--- config.mk ---
export PLATFORM = sky130hd
export DESIGN_NAME = usb_line_state_monitor
export DESIGN_NICKNAME = d
export VERILOG_FILES = /design/src/rtl/usb_line_state_monitor.sv
export SDC_FILE = /design/constraint.sdc
export NUM_CORES = 1
export LEC_CHECK = 0
export ABC_AREA = 1
export CAP_MARGIN = 20
export CORE_AREA = 2 2 68 70
export DETAILED_ROUTE_END_ITERATION = 10
export DIE_AREA = 0 0 70 72
export GPL_ROUTABILITY_DRIVEN = 0
export GPL_TIMING_DRIVEN = 1
export PLACE_DENSITY = 0.64
export SLEW_MARGIN = 20
export SYNTH_ARGS = -nofsm -noshare
export SYNTH_HDL_FRONTEND = slang
export SYNTH_SLANG_ARGS = --single-unit
--- constraint.sdc ---
create_clock -name clk -period 4 [get_ports clk]
set_input_delay 0.8 -clock clk [delete_from_list [all_inputs] [get_ports clk]]
set_output_delay 0.8 -clock clk [all_outputs]
set_load 0.02 [all_outputs]
--- src/rtl/usb_line_state_monitor.sv ---
// USB bus-state monitor: run-length counts SE0/J/K on the synchronised
// line and decides bus reset, suspend and resume from programmable thresholds.
module usb_line_state_monitor #(
    parameter int CNT_W          = 20,
    parameter int RESET_CYCLES   = 480000,
    parameter int SUSPEND_CYCLES = 144000,
    parameter int RESUME_CYCLES  = 960
) (
    input  logic       clk,
    input  logic       rst_n,
    input  logic       j,
    input  logic       se0,
    output logic [1:0] line_state,
    output logic [1:0] bus_state,
    output logic       usb_rst,
    output logic       suspend,
    output logic       resume,
    output logic       rst_start,
    output logic       wake
);

    typedef enum logic [1:0] {
        CODE_SE0 = 2'd0,
        CODE_J   = 2'd1,
        CODE_K   = 2'd2
    } code_e;

    typedef enum logic [1:0] {
        ST_ACTIVE  = 2'd0,
        ST_RESET   = 2'd1,
        ST_SUSPEND = 2'd2,
        ST_RESUME  = 2'd3
    } state_e;

    localparam logic [CNT_W-1:0] CNT_MAX = '1;
    localparam logic [CNT_W-1:0] CNT_ONE = CNT_W'(1);
    localparam logic [CNT_W-1:0] RST_TH  = CNT_W'(RESET_CYCLES);
    localparam logic [CNT_W-1:0] SUS_TH  = CNT_W'(SUSPEND_CYCLES);
    localparam logic [CNT_W-1:0] RES_TH  = CNT_W'(RESUME_CYCLES);

    code_e            cur_code;
    code_e            prev_code;
    logic [CNT_W-1:0] cnt;
    logic [CNT_W-1:0] nxt;
    state_e           state;
    state_e           state_nxt;
    logic             rst_start_q;
    logic             wake_q;
    logic             hit_rst;
    logic             hit_sus;
    logic             hit_res;

    // Classify the current sample; SE0 overrides J.
    always_comb begin
        cur_code = CODE_K;
        if (se0) begin
            cur_code = CODE_SE0;
        end else if (j) begin
            cur_code = CODE_J;
        end
    end

    // Run length this edge will store; saturates so a long run never wraps.
    always_comb begin
        nxt = CNT_ONE;
        if (cur_code == prev_code) begin
            nxt = (cnt == CNT_MAX) ? cnt : cnt + CNT_ONE;
        end
    end

    // Equality against the new run length fires once per run.
    always_comb begin
        hit_rst = (cur_code == CODE_SE0) && (nxt == RST_TH);
        hit_sus = (cur_code == CODE_J) && (nxt == SUS_TH);
        hit_res = (cur_code == CODE_K) && (nxt == RES_TH);
    end

    // Bus-state transitions.
    always_comb begin
        state_nxt = state;
        unique case (state)
            ST_ACTIVE: begin
                if (hit_rst) begin
                    state_nxt = ST_RESET;
                end else if (hit_sus) begin
                    state_nxt = ST_SUSPEND;
                end
            end
            ST_RESET: begin
                if (cur_code != CODE_SE0) begin
                    state_nxt = ST_ACTIVE;
                end
            end
            ST_SUSPEND: begin
                if (hit_res) begin
                    state_nxt = ST_RESUME;
                end else if (hit_rst) begin
                    state_nxt = ST_RESET;
                end
            end
            ST_RESUME: begin
                if (cur_code != CODE_K) begin
                    state_nxt = ST_ACTIVE;
                end
            end
            default: state_nxt = ST_ACTIVE;
        endcase
    end

    // Line code history and run-length counter.
    always_ff @(posedge clk or negedge rst_n) begin
        if (!rst_n) begin
            prev_code <= CODE_J;
            cnt       <= '0;
        end else begin
            prev_code <= cur_code;
            cnt       <= nxt;
        end
    end

    // State register plus one-cycle entry pulses.
    always_ff @(posedge clk or negedge rst_n) begin
        if (!rst_n) begin
            state       <= ST_ACTIVE;
            rst_start_q <= 1'b0;
            wake_q      <= 1'b0;
        end else begin
            state       <= state_nxt;
            rst_start_q <= (state_nxt == ST_RESET) && (state != ST_RESET);
            wake_q      <= (state_nxt == ST_RESUME) && (state != ST_RESUME);
        end
    end

    assign line_state = prev_code;
    assign bus_state  = state;
    assign usb_rst    = (state == ST_RESET);
    assign suspend    = (state == ST_SUSPEND);
    assign resume     = (state == ST_RESUME);
    assign rst_start  = rst_start_q;
    assign wake       = wake_q;

endmodule
==> results of run 1 <==
## flip-flops by register name, summed over array words and instances (netlist names)
name / flops
cnt: 20
rst_start: 1
wake: 1
bus_state: 2
line_state: 2
## synth_stat cells, drive strengths merged
master | number | share of area, %
xor2 | 3 | 1.8
xnor2 | 4 | 1.9
nand4 | 9 | 3.0
buf | 5 | 2.5
nand2b | 1 | 0.33
nand2 | 83 | 18
nand3b | 4 | 1.6
dfstp | 1 | 1.4
dfrtp | 25 | 33
nand3 | 28 | 8.5
inv | 49 | 9.8
a21oi | 7 | 3.1
ha | 1 | 0.66
nor2 | 44 | 11
o21ai | 7 | 1.9
a31oi | 1 | 0.66
nor3 | 2 | 0.53
nor2b | 1 | 0.33
## report_power, final
group	total (mW)	internal (mW)	switching (mW)
combinational	0.0656	0.0231	0.0425
sequential	0.279	0.270	0.00910
clock	0.171	0.0880	0.0827
## critical path, cell delays in order
cell	delay (ps)
clkdlybuf4s50_1	530
inv_2	60
nand2_2	90
xor2_2	140
nor2b_1	260
buf_4	240
nand2_1	110
inv_1	80
nand2_1	50
nor2_1	80
nand2_1	50
nand3b_1	180
nand2_1	120
nand2_2	60
nand2_1	60
nor2_1	40
## area by class of cell
class	instances	area (um2)
clock buffer	4	55.1
fill	425	2170
tap	52	65.1
timing repair buffer	14	135
multi-input combinational	195	1000
sequential	26	652
inverter	49	184
## stage by stage
stage	std cells	cell area (um2)	total power, mW	utilization (%)	setup WS (ps)
2_1_floorplan	275	1880	0.332	-	1800
3_3_place_gp	336	2040	0.350	47.8	930
3_5_place_dp	336	2040	0.351	47.8	915
4_1_cts	340	2090	0.520	49.1	1200
5_1_grt	340	2090	0.539	49.1	1010
6_report	340	2090	0.515	49.1	1220
## cell families (layout without fill, tap and decap cells)
group	after synthesis	count (layout)	share of synthesized area, %
adders and majority gates	1	1	0.664
buffers and inverters	54	67	12.2
AOI/OAI and AO/OA	15	15	5.58
and+or+nand+nor	172	172	43.3
DFF	26	26	34.6
xor gates and xnor gates	7	7	3.65
## worst paths after layout
| path | startpoint | end | cells after the start |
|---|---|---|---|
| min | bus_state[1]$_DFF_PN0_ | wake$_DFF_PN0_ | 3 |
| max | se0 | wake$_DFF_PN0_ | 16 |
| min reg2reg | bus_state[1]$_DFF_PN0_ | wake$_DFF_PN0_ | 3 |
| min in group asynchronous | rst_n | line_state[1]$_DFF_PN0_ | 2 |
| max reg2reg | cnt[0]$_DFF_PN0_ | wake$_DFF_PN0_ | 17 |
| max in group asynchronous | rst_n | line_state[0]$_DFF_PN1_ | 2 |
## routing by layer
metal	global-route usage [%]	routed length, um
met4	6.20	72
met5	0	0
met3	2.22	187
met1	23.0	1990
met2	29.7	1860
==> flow_summary.json, run 1 <==
{
  "status": "finished, final reports clean",
  "hold_violations": 0,
  "fin_hold_ws_ps": 638,
  "tightestPinTransition_ps": 491,
  "drt_pass1_iterations": 4,
  "rsz0062_at_grt": "false",
  "dieArea_um2": 5040,
  "synth_area_um2": 1880,
  "cts_repair_resize_count": 0,
  "overflow": 0,
  "clockRootBuffer": "clkbuf_8",
  "die_w_um": 70,
  "layout_common_cells": "nand2_1 (76), inv_1 (46), nor2_1 (35), dfrtp_1 (25), nand3_1 (24)",
  "hold_path_class": "reg2reg",
  "slew_headroom_pct": 67.2,
  "start_kind": "primary input",
  "via_per_inst": 4.90,
  "route.detailed.drc": 0,
  "insertedDiodeCount": 0,
  "setup_viol": 0,
  "power_leakage_nw": 1.04,
  "worstSetupPathType": "in2reg",
  "clockBufferDepth": 2,
  "drt-initial-drc-count": 99,
  "peakVddDrop_uv": 225,
  "postSynthAreaPerCell_um2": 6.85,
  "grt_pass1_vias": 1591,
  "cts_tree": "built",
  "nets": 294,
  "cp.required_ps": 4170,
  "post-route-period-util_pct": 69.4,
  "antenna_found_initial": 0,
  "power_density_nw_per_um2": 246,
  "cts_setup_buffers": 0,
  "postCtsHoldBufs": 0,
  "die_height_um": 72,
  "clock_latency_ps": 270,
  "drive_above_1_share_pct": 12.5,
  "initial_utilization_pct": 44.2,
  "cts.sinks": 26,
  "ys_seq_area_share_pct": 34.6,
  "regToRegSetupSlack_ps": 1470,
  "synthCells": 275,
  "clk_pin_slew_worst_paths_ps": 90,
  "endpoint_kind": "flop",
  "htreeDepth": 1,
  "io_buffers": 12,
  "yosysWarningCount": 0,
  "core_region_area_um2": 4260,
  "synthToLayoutAreaGrowth_pct": 11.1,
  "setup_tns_ps": 0,
  "slew_viol_final": 0,
  "postRouteAntennaNets": 0,
  "ys_ff_latch": 26,
  "crit_fanout": 14,
  "ys_types": 29,
  "grt_max_degree": 27,
  "maxCapViolations": 0,
  "grt_first_pass_wirelength_mm": 7.10,
  "skew_ps": 7.57,
  "track_usage_pct": 17.4,
  "syn_nets": 280,
  "std_cell_rows": 24,
  "numCtsBuffers": 3,
  "max_freq_mhz": 360,
  "wl_mm": 4.10,
  "wl_per_cell_um": 12.1,
  "arrival_ps": 2950,
  "final_common_cell": "nand2_1",
  "min_period_ps": 2780,
  "hpwl_mm": 3.25,
  "vias": 1666,
  "ios": 13
}
(Power assumes the default switching activity.)
==> run 2, diff against run 1 <==
PLACE_DENSITY = 0.67   (was 0.64)
clock period = 2.3 ns   (was 4 ns; I/O delays follow)
==> flow_summary.json, run 2 (synthesis gave the netlist of run 1 again) <==
{
  "power_density_nw_per_um2": 394,
  "clockBufferDepth": 2,
  "overflow": 0,
  "final_common_cell": "nand2_1",
  "postCtsHoldBufs": 0,
  "hold_violations": 0,
  "power.internal_mw": 0.716,
  "hpwl_mm": 3.41,
  "via_per_inst": 4.92,
  "die_w_um": 70,
  "nets": 326,
  "slew_headroom_pct": 77.6,
  "r2r-end": "rst_start$_DFF_PN0_",
  "io_buffers": 12,
  "layout_common_cells": "nand2_1 (69), inv_1 (44), buf_4 (31), nor2_1 (30), dfrtp_1 (24)",
  "regToRegSetupSlack_ps": 90,
  "dpl_cell_area_um2": 2220,
  "post-route-period-util_pct": 96.0,
  "ios": 13,
  "route.detailed.drc": 0,
  "crit_fanout": 5,
  "drt-initial-drc-count": 112,
  "setup_viol": 0,
  "numCtsBuffers": 3,
  "slew_viol_final": 0,
  "cts_tree": "built",
  "core_region_area_um2": 4260,
  "tightestPinTransition_ps": 336,
  "finalInstanceArea_um2": 2460,
  "postRouteAntennaNets": 0,
  "skew_ps": 3.95,
  "vias": 1832,
  "peakVddDrop_uv": 419,
  "grt_pass1_vias": 1611,
  "drt_pass1_iterations": 4,
  "clockRootBuffer": "clkbuf_8",
  "nFillCells": 408,
  "post-route-util_pct": 57.7,
  "grt_first_pass_wirelength_mm": 7.17,
  "endpoint_kind": "flop",
  "synthToLayoutAreaGrowth_pct": 30.5,
  "arrival_ps": 2420,
  "p_clk_share_pct": 30.7,
  "antenna_found_initial": 0,
  "max_freq_mhz": 453,
  "grt_max_degree": 27,
  "top_register": "cnt",
  "min_period_ps": 2210,
  "cp.required_ps": 2510,
  "power.share.sequential_pct": 49.7,
  "p_comb_share_pct": 19.6,
  "worstSetupPathType": "reg2reg",
  "power_leakage_nw": 1.25,
  "wl_mm": 4.60,
  "largest_reg_flops": 20,
  "start_kind": "flop",
  "status": "finished, final reports clean",
  "ff2ff_path_depth": 17,
  "p_switching_mw": 0.253,
  "wl_per_cell_um": 12.4,
  "initial_utilization_pct": 44.2,
  "insertedDiodeCount": 0,
  "clk_pin_slew_worst_paths_ps": 90,
  "die_height_um": 72,
  "dieArea_um2": 5040,
  "drive_above_1_share_pct": 27.2,
  "rsz0062_at_grt": "true",
  "swShare_pct": 26.1,
  "hold_path_class": "in2async",
  "htreeDepth": 1,
  "std_cell_rows": 24,
  "cts.sinks": 26,
  "maxCapViolations": 0,
  "r2r_start": "cnt[1]$_DFF_PN0_",
  "track_usage_pct": 17.8,
  "clock_latency_ps": 270
}
## run 2: cell types whose count changed in the layout (fill, tap and decap cells not counted), moves of 2 or more
cell             delta
clkdlybuf4s50_1     -2
buf_4              +29
inv_1               -2
nand3_1             -2
nor2_2              +3
dlymetal6s2s_1      +2
nand2_1             -7
nor2_1              -5
nand2_2             +6
buf_12              +2
nor2_4              +2
inv_2               +2
## run 2: per-stage QoR
step	power (mW)	TNS, ps	setup WS (ps)	cells	hold WS [ps]
3_3_place_gp	0.644	-610	-188	358	613
5_1_grt	1.02	-251	-105	372	575
2_1_floorplan	0.577	0	274	275	164
3_5_place_dp	0.647	-844	-257	358	592
4_1_cts	0.946	0	14.2	362	553
6_report	0.969	0	92.5	372	546
## run 2: cell type report
cell class              instances  area [um2]  area share (%)
well taps                      52        65.1            2.64
multi-input cells             195        1080            43.9
clock buffers                   4        55.1            2.24
inverters                      49         184            7.48
flip-flops and latches         26         653            26.6
repair buffers                 46         423            17.2
## run 2: worst max path at each step
stage | from | to | slack, ps | depth (start not counted)
floorplan | cnt[0]$_DFF_PN0_ | wake$_DFF_PN0_ | 270 | 18
global placement | se0 | wake$_DFF_PN0_ | -190 | 15
detailed placement | se0 | rst_start$_DFF_PN0_ | -260 | 14
CTS | se0 | rst_start$_DFF_PN0_ | 10 | 14
global route | cnt[1]$_DFF_PN0_ | rst_start$_DFF_PN0_ | -110 | 18
finish | cnt[1]$_DFF_PN0_ | rst_start$_DFF_PN0_ | 90 | 17
## run 2: power by group through the flow
stage	combinational, mW	sequential [mW]	clock (mW)
after CTS	0.157	0.482	0.308
after floorplan	0.0839	0.493	0
final	0.190	0.481	0.298
after detailed placement	0.156	0.491	0
after global placement	0.153	0.491	0
after global routing	0.209	0.484	0.325
## run 2: critical path, cell delays in order, from the launching register on
cell,delay (ps)
dfrtp_1,380
ha_2,200
nand2_2,70
nor2_4,190
nand2_4,110
nor2_4,190
nand3_4,130
inv_2,80
nor2_1,40
nor2_1,150
nand3_2,100
nor2_2,110
nand2_1,60
nand2_1,50
nand2_1,40
nand2_1,70
nand2_2,70
nor2_2,110
## run 2: layer usage
layer / vias to the layer above / wire length, um / track usage, %
met5: - / 0 / 0
met4: 0 / 57 / 6.62
met3: 7 / 119 / 2.08
met2: 28 / 2280 / 29.4
met1: 854 / 2140 / 24.2
li1: 943 / - / -
## run 2: repair_timing
item,4_1_cts,5_1_grt
endpoints found under the setup margin,0,4
gates resized for setup,0,27
setup buffers,0,9
==> run 3, diff against run 2 <==
CELL_PAD_IN_SITES_DETAIL_PLACEMENT = 0   (was unset)
CELL_PAD_IN_SITES_GLOBAL_PLACEMENT = 1   (was unset)
CORE_AREA = 2 2 61 92   (was 2 2 68 70)
DIE_AREA = 0 0 63 94   (was 0 0 70 72)
HOLD_SLACK_MARGIN = 0.03   (was unset)
PLACE_DENSITY = 0.75   (was 0.67)
==> flow_summary.json, run 3 (synthesis gave the netlist of run 1 again) <==
{
  "status": "finished, final reports clean",
  "dpl_cell_area_um2": 2270,
  "grt_max_degree": 27,
  "clockBufferDepth": 2,
  "io_buffers": 12,
  "wl_per_cell_um": 12.9,
  "die_height_um": 94,
  "max_stage_delay_ps": 410,
  "via_per_inst": 4.67,
  "final_common_cell": "nand2_1",
  "placedCellCount": 379,
  "vias": 1871,
  "postCtsHoldBufs": 0,
  "overflow": 0,
  "clock_latency_ps": 270,
  "max_freq_mhz": 447,
  "core_region_area_um2": 5080,
  "synthToLayoutAreaGrowth_pct": 39.0,
  "maxCapViolations": 0,
  "cp.required_ps": 2470,
  "power_density_nw_per_um2": 390,
  "dieArea_um2": 5920,
  "htreeDepth": 1,
  "power_leakage_nw": 1.36,
  "grt_pass1_vias": 1871,
  "wl_met1_mm": 2.04,
  "wl_met3_um": 120,
  "drt-initial-drc-count": 50,
  "slew_viol_final": 0,
  "wl_mm": 5.16,
  "initial_utilization_pct": 37.1,
  "grt_first_pass_wirelength_mm": 8.28,
  "rsz0062_at_grt": "true",
  "postRouteAntennaNets": 0,
  "crit_chain": "ha_4, nand2_4, nor2_4, nand2_4, nor2_4, nand2_4, clkbuf_16, nand2_1, nand2_1, inv_1, nor2_2, nand3_2, inv_1, nand2_1, nor2_1, nor2_1, nand2_2, nand2_1, nor2_1",
  "nets": 339,
  "highest_layer": "met4",
  "std_cell_rows": 32,
  "crit_fanout": 5,
  "critical_path.slowest_cell": "dfrtp_1",
  "clockRootBuffer": "clkbuf_8",
  "peakVddDrop_uv": 399,
  "post-route-util_pct": 51.5,
  "drt_pass1_iterations": 4,
  "layoutNonFillerInstCount": 401,
  "antenna_found_initial": 0,
  "insertedDiodeCount": 0,
  "hpwl_mm": 3.87,
  "route.detailed.drc": 0,
  "critPathBufInv": 3,
  "setup_tns_ps": 0,
  "die_w_um": 63,
  "layout_common_cells": "nand2_1 (72), inv_1 (45), buf_4 (41), nor2_1 (31), dfrtp_1 (25)",
  "cts.sinks": 26,
  "post-route-period-util_pct": 97.2,
  "worstSetupPathType": "reg2reg",
  "wl_met2_mm": 2.87,
  "cts_tree": "built",
  "min_period_ps": 2240,
  "largest_reg_flops": 20,
  "layout_setup_ws_ps": 63.4,
  "slew_headroom_pct": 76.5,
  "ios": 13,
  "path_delay_family": "simple AND/OR/NAND/NOR gates",
  "drive_above_1_share_pct": 29.4,
  "top_register": "cnt",
  "setup_viol": 0,
  "fin_hold_ws_ps": 549,
  "hold_path_class": "in2async",
  "endpoint_kind": "flop",
  "tightestPinTransition_ps": 351,
  "arrival_ps": 2410,
  "start_kind": "flop",
  "track_usage_pct": 18.0,
  "finalInstanceArea_um2": 2620,
  "numCtsBuffers": 3,
  "clk_pin_slew_worst_paths_ps": 90,
  "pre_cts_ws_ps": -331,
  "crit_path_frequent_cell": "nand2_1",
  "finalPower_mw": 1.02,
  "skew_ps": 2.20,
  "hold_violations": 0
}
==> run 3: what timing repair did <==
action / CTS / global route
gates cloned: 1 / 2
pin swaps: 4 / 16
gates resized for setup: 4 / 28
hold endpoints to repair: 0 / 0
setup endpoints to repair: 2 / 5
buffers inserted: 8 / 7
==> run 3: layout make-up <==
type                    instances  area, um2
clock buffers                   4       55.1
flip-flops and latches         26        652
multi-input cells             195       1120
well taps                      68       85.1
inverters                      49        184
repair buffers                 59        527
fillers                       518       2470
==> run 3: layer usage <==
layer | global-route usage, % | vias to the layer above
met3 | 1.08 | 11
met4 | 6.67 | 0
met1 | 18.4 | 861
met5 | 0 | -
met2 | 37.2 | 33
li1 | - | 966
==> run 3: worst paths after layout <==
path                                        startpoint  depth (start not counted)                 endpoint  slack, ps
max in group asynchronous                        rst_n                          2  line_state[0]$_DFF_PN1_       1460
worst max-delay path                  cnt[1]$_DFF_PN0_                         19           wake$_DFF_PN0_         60
worst max register to register        cnt[1]$_DFF_PN0_                         19           wake$_DFF_PN0_         60
worst min-delay path                             rst_n                          2         cnt[3]$_DFF_PN0_        550
min in group clk                                     j                          3  line_state[1]$_DFF_PN0_        580
worst min register to register  bus_state[1]$_DFF_PN0_                          3           wake$_DFF_PN0_        610
==> run 3: power by group <==
group / leakage (nW) / switching (mW) / internal [mW] / total (mW)
Sequential: 0.354 / 0.0159 / 0.469 / 0.485
Clock: 0.0288 / 0.145 / 0.153 / 0.298
Combinational: 0.978 / 0.112 / 0.124 / 0.236
Total: 1.36 / 0.273 / 0.747 / 1.02
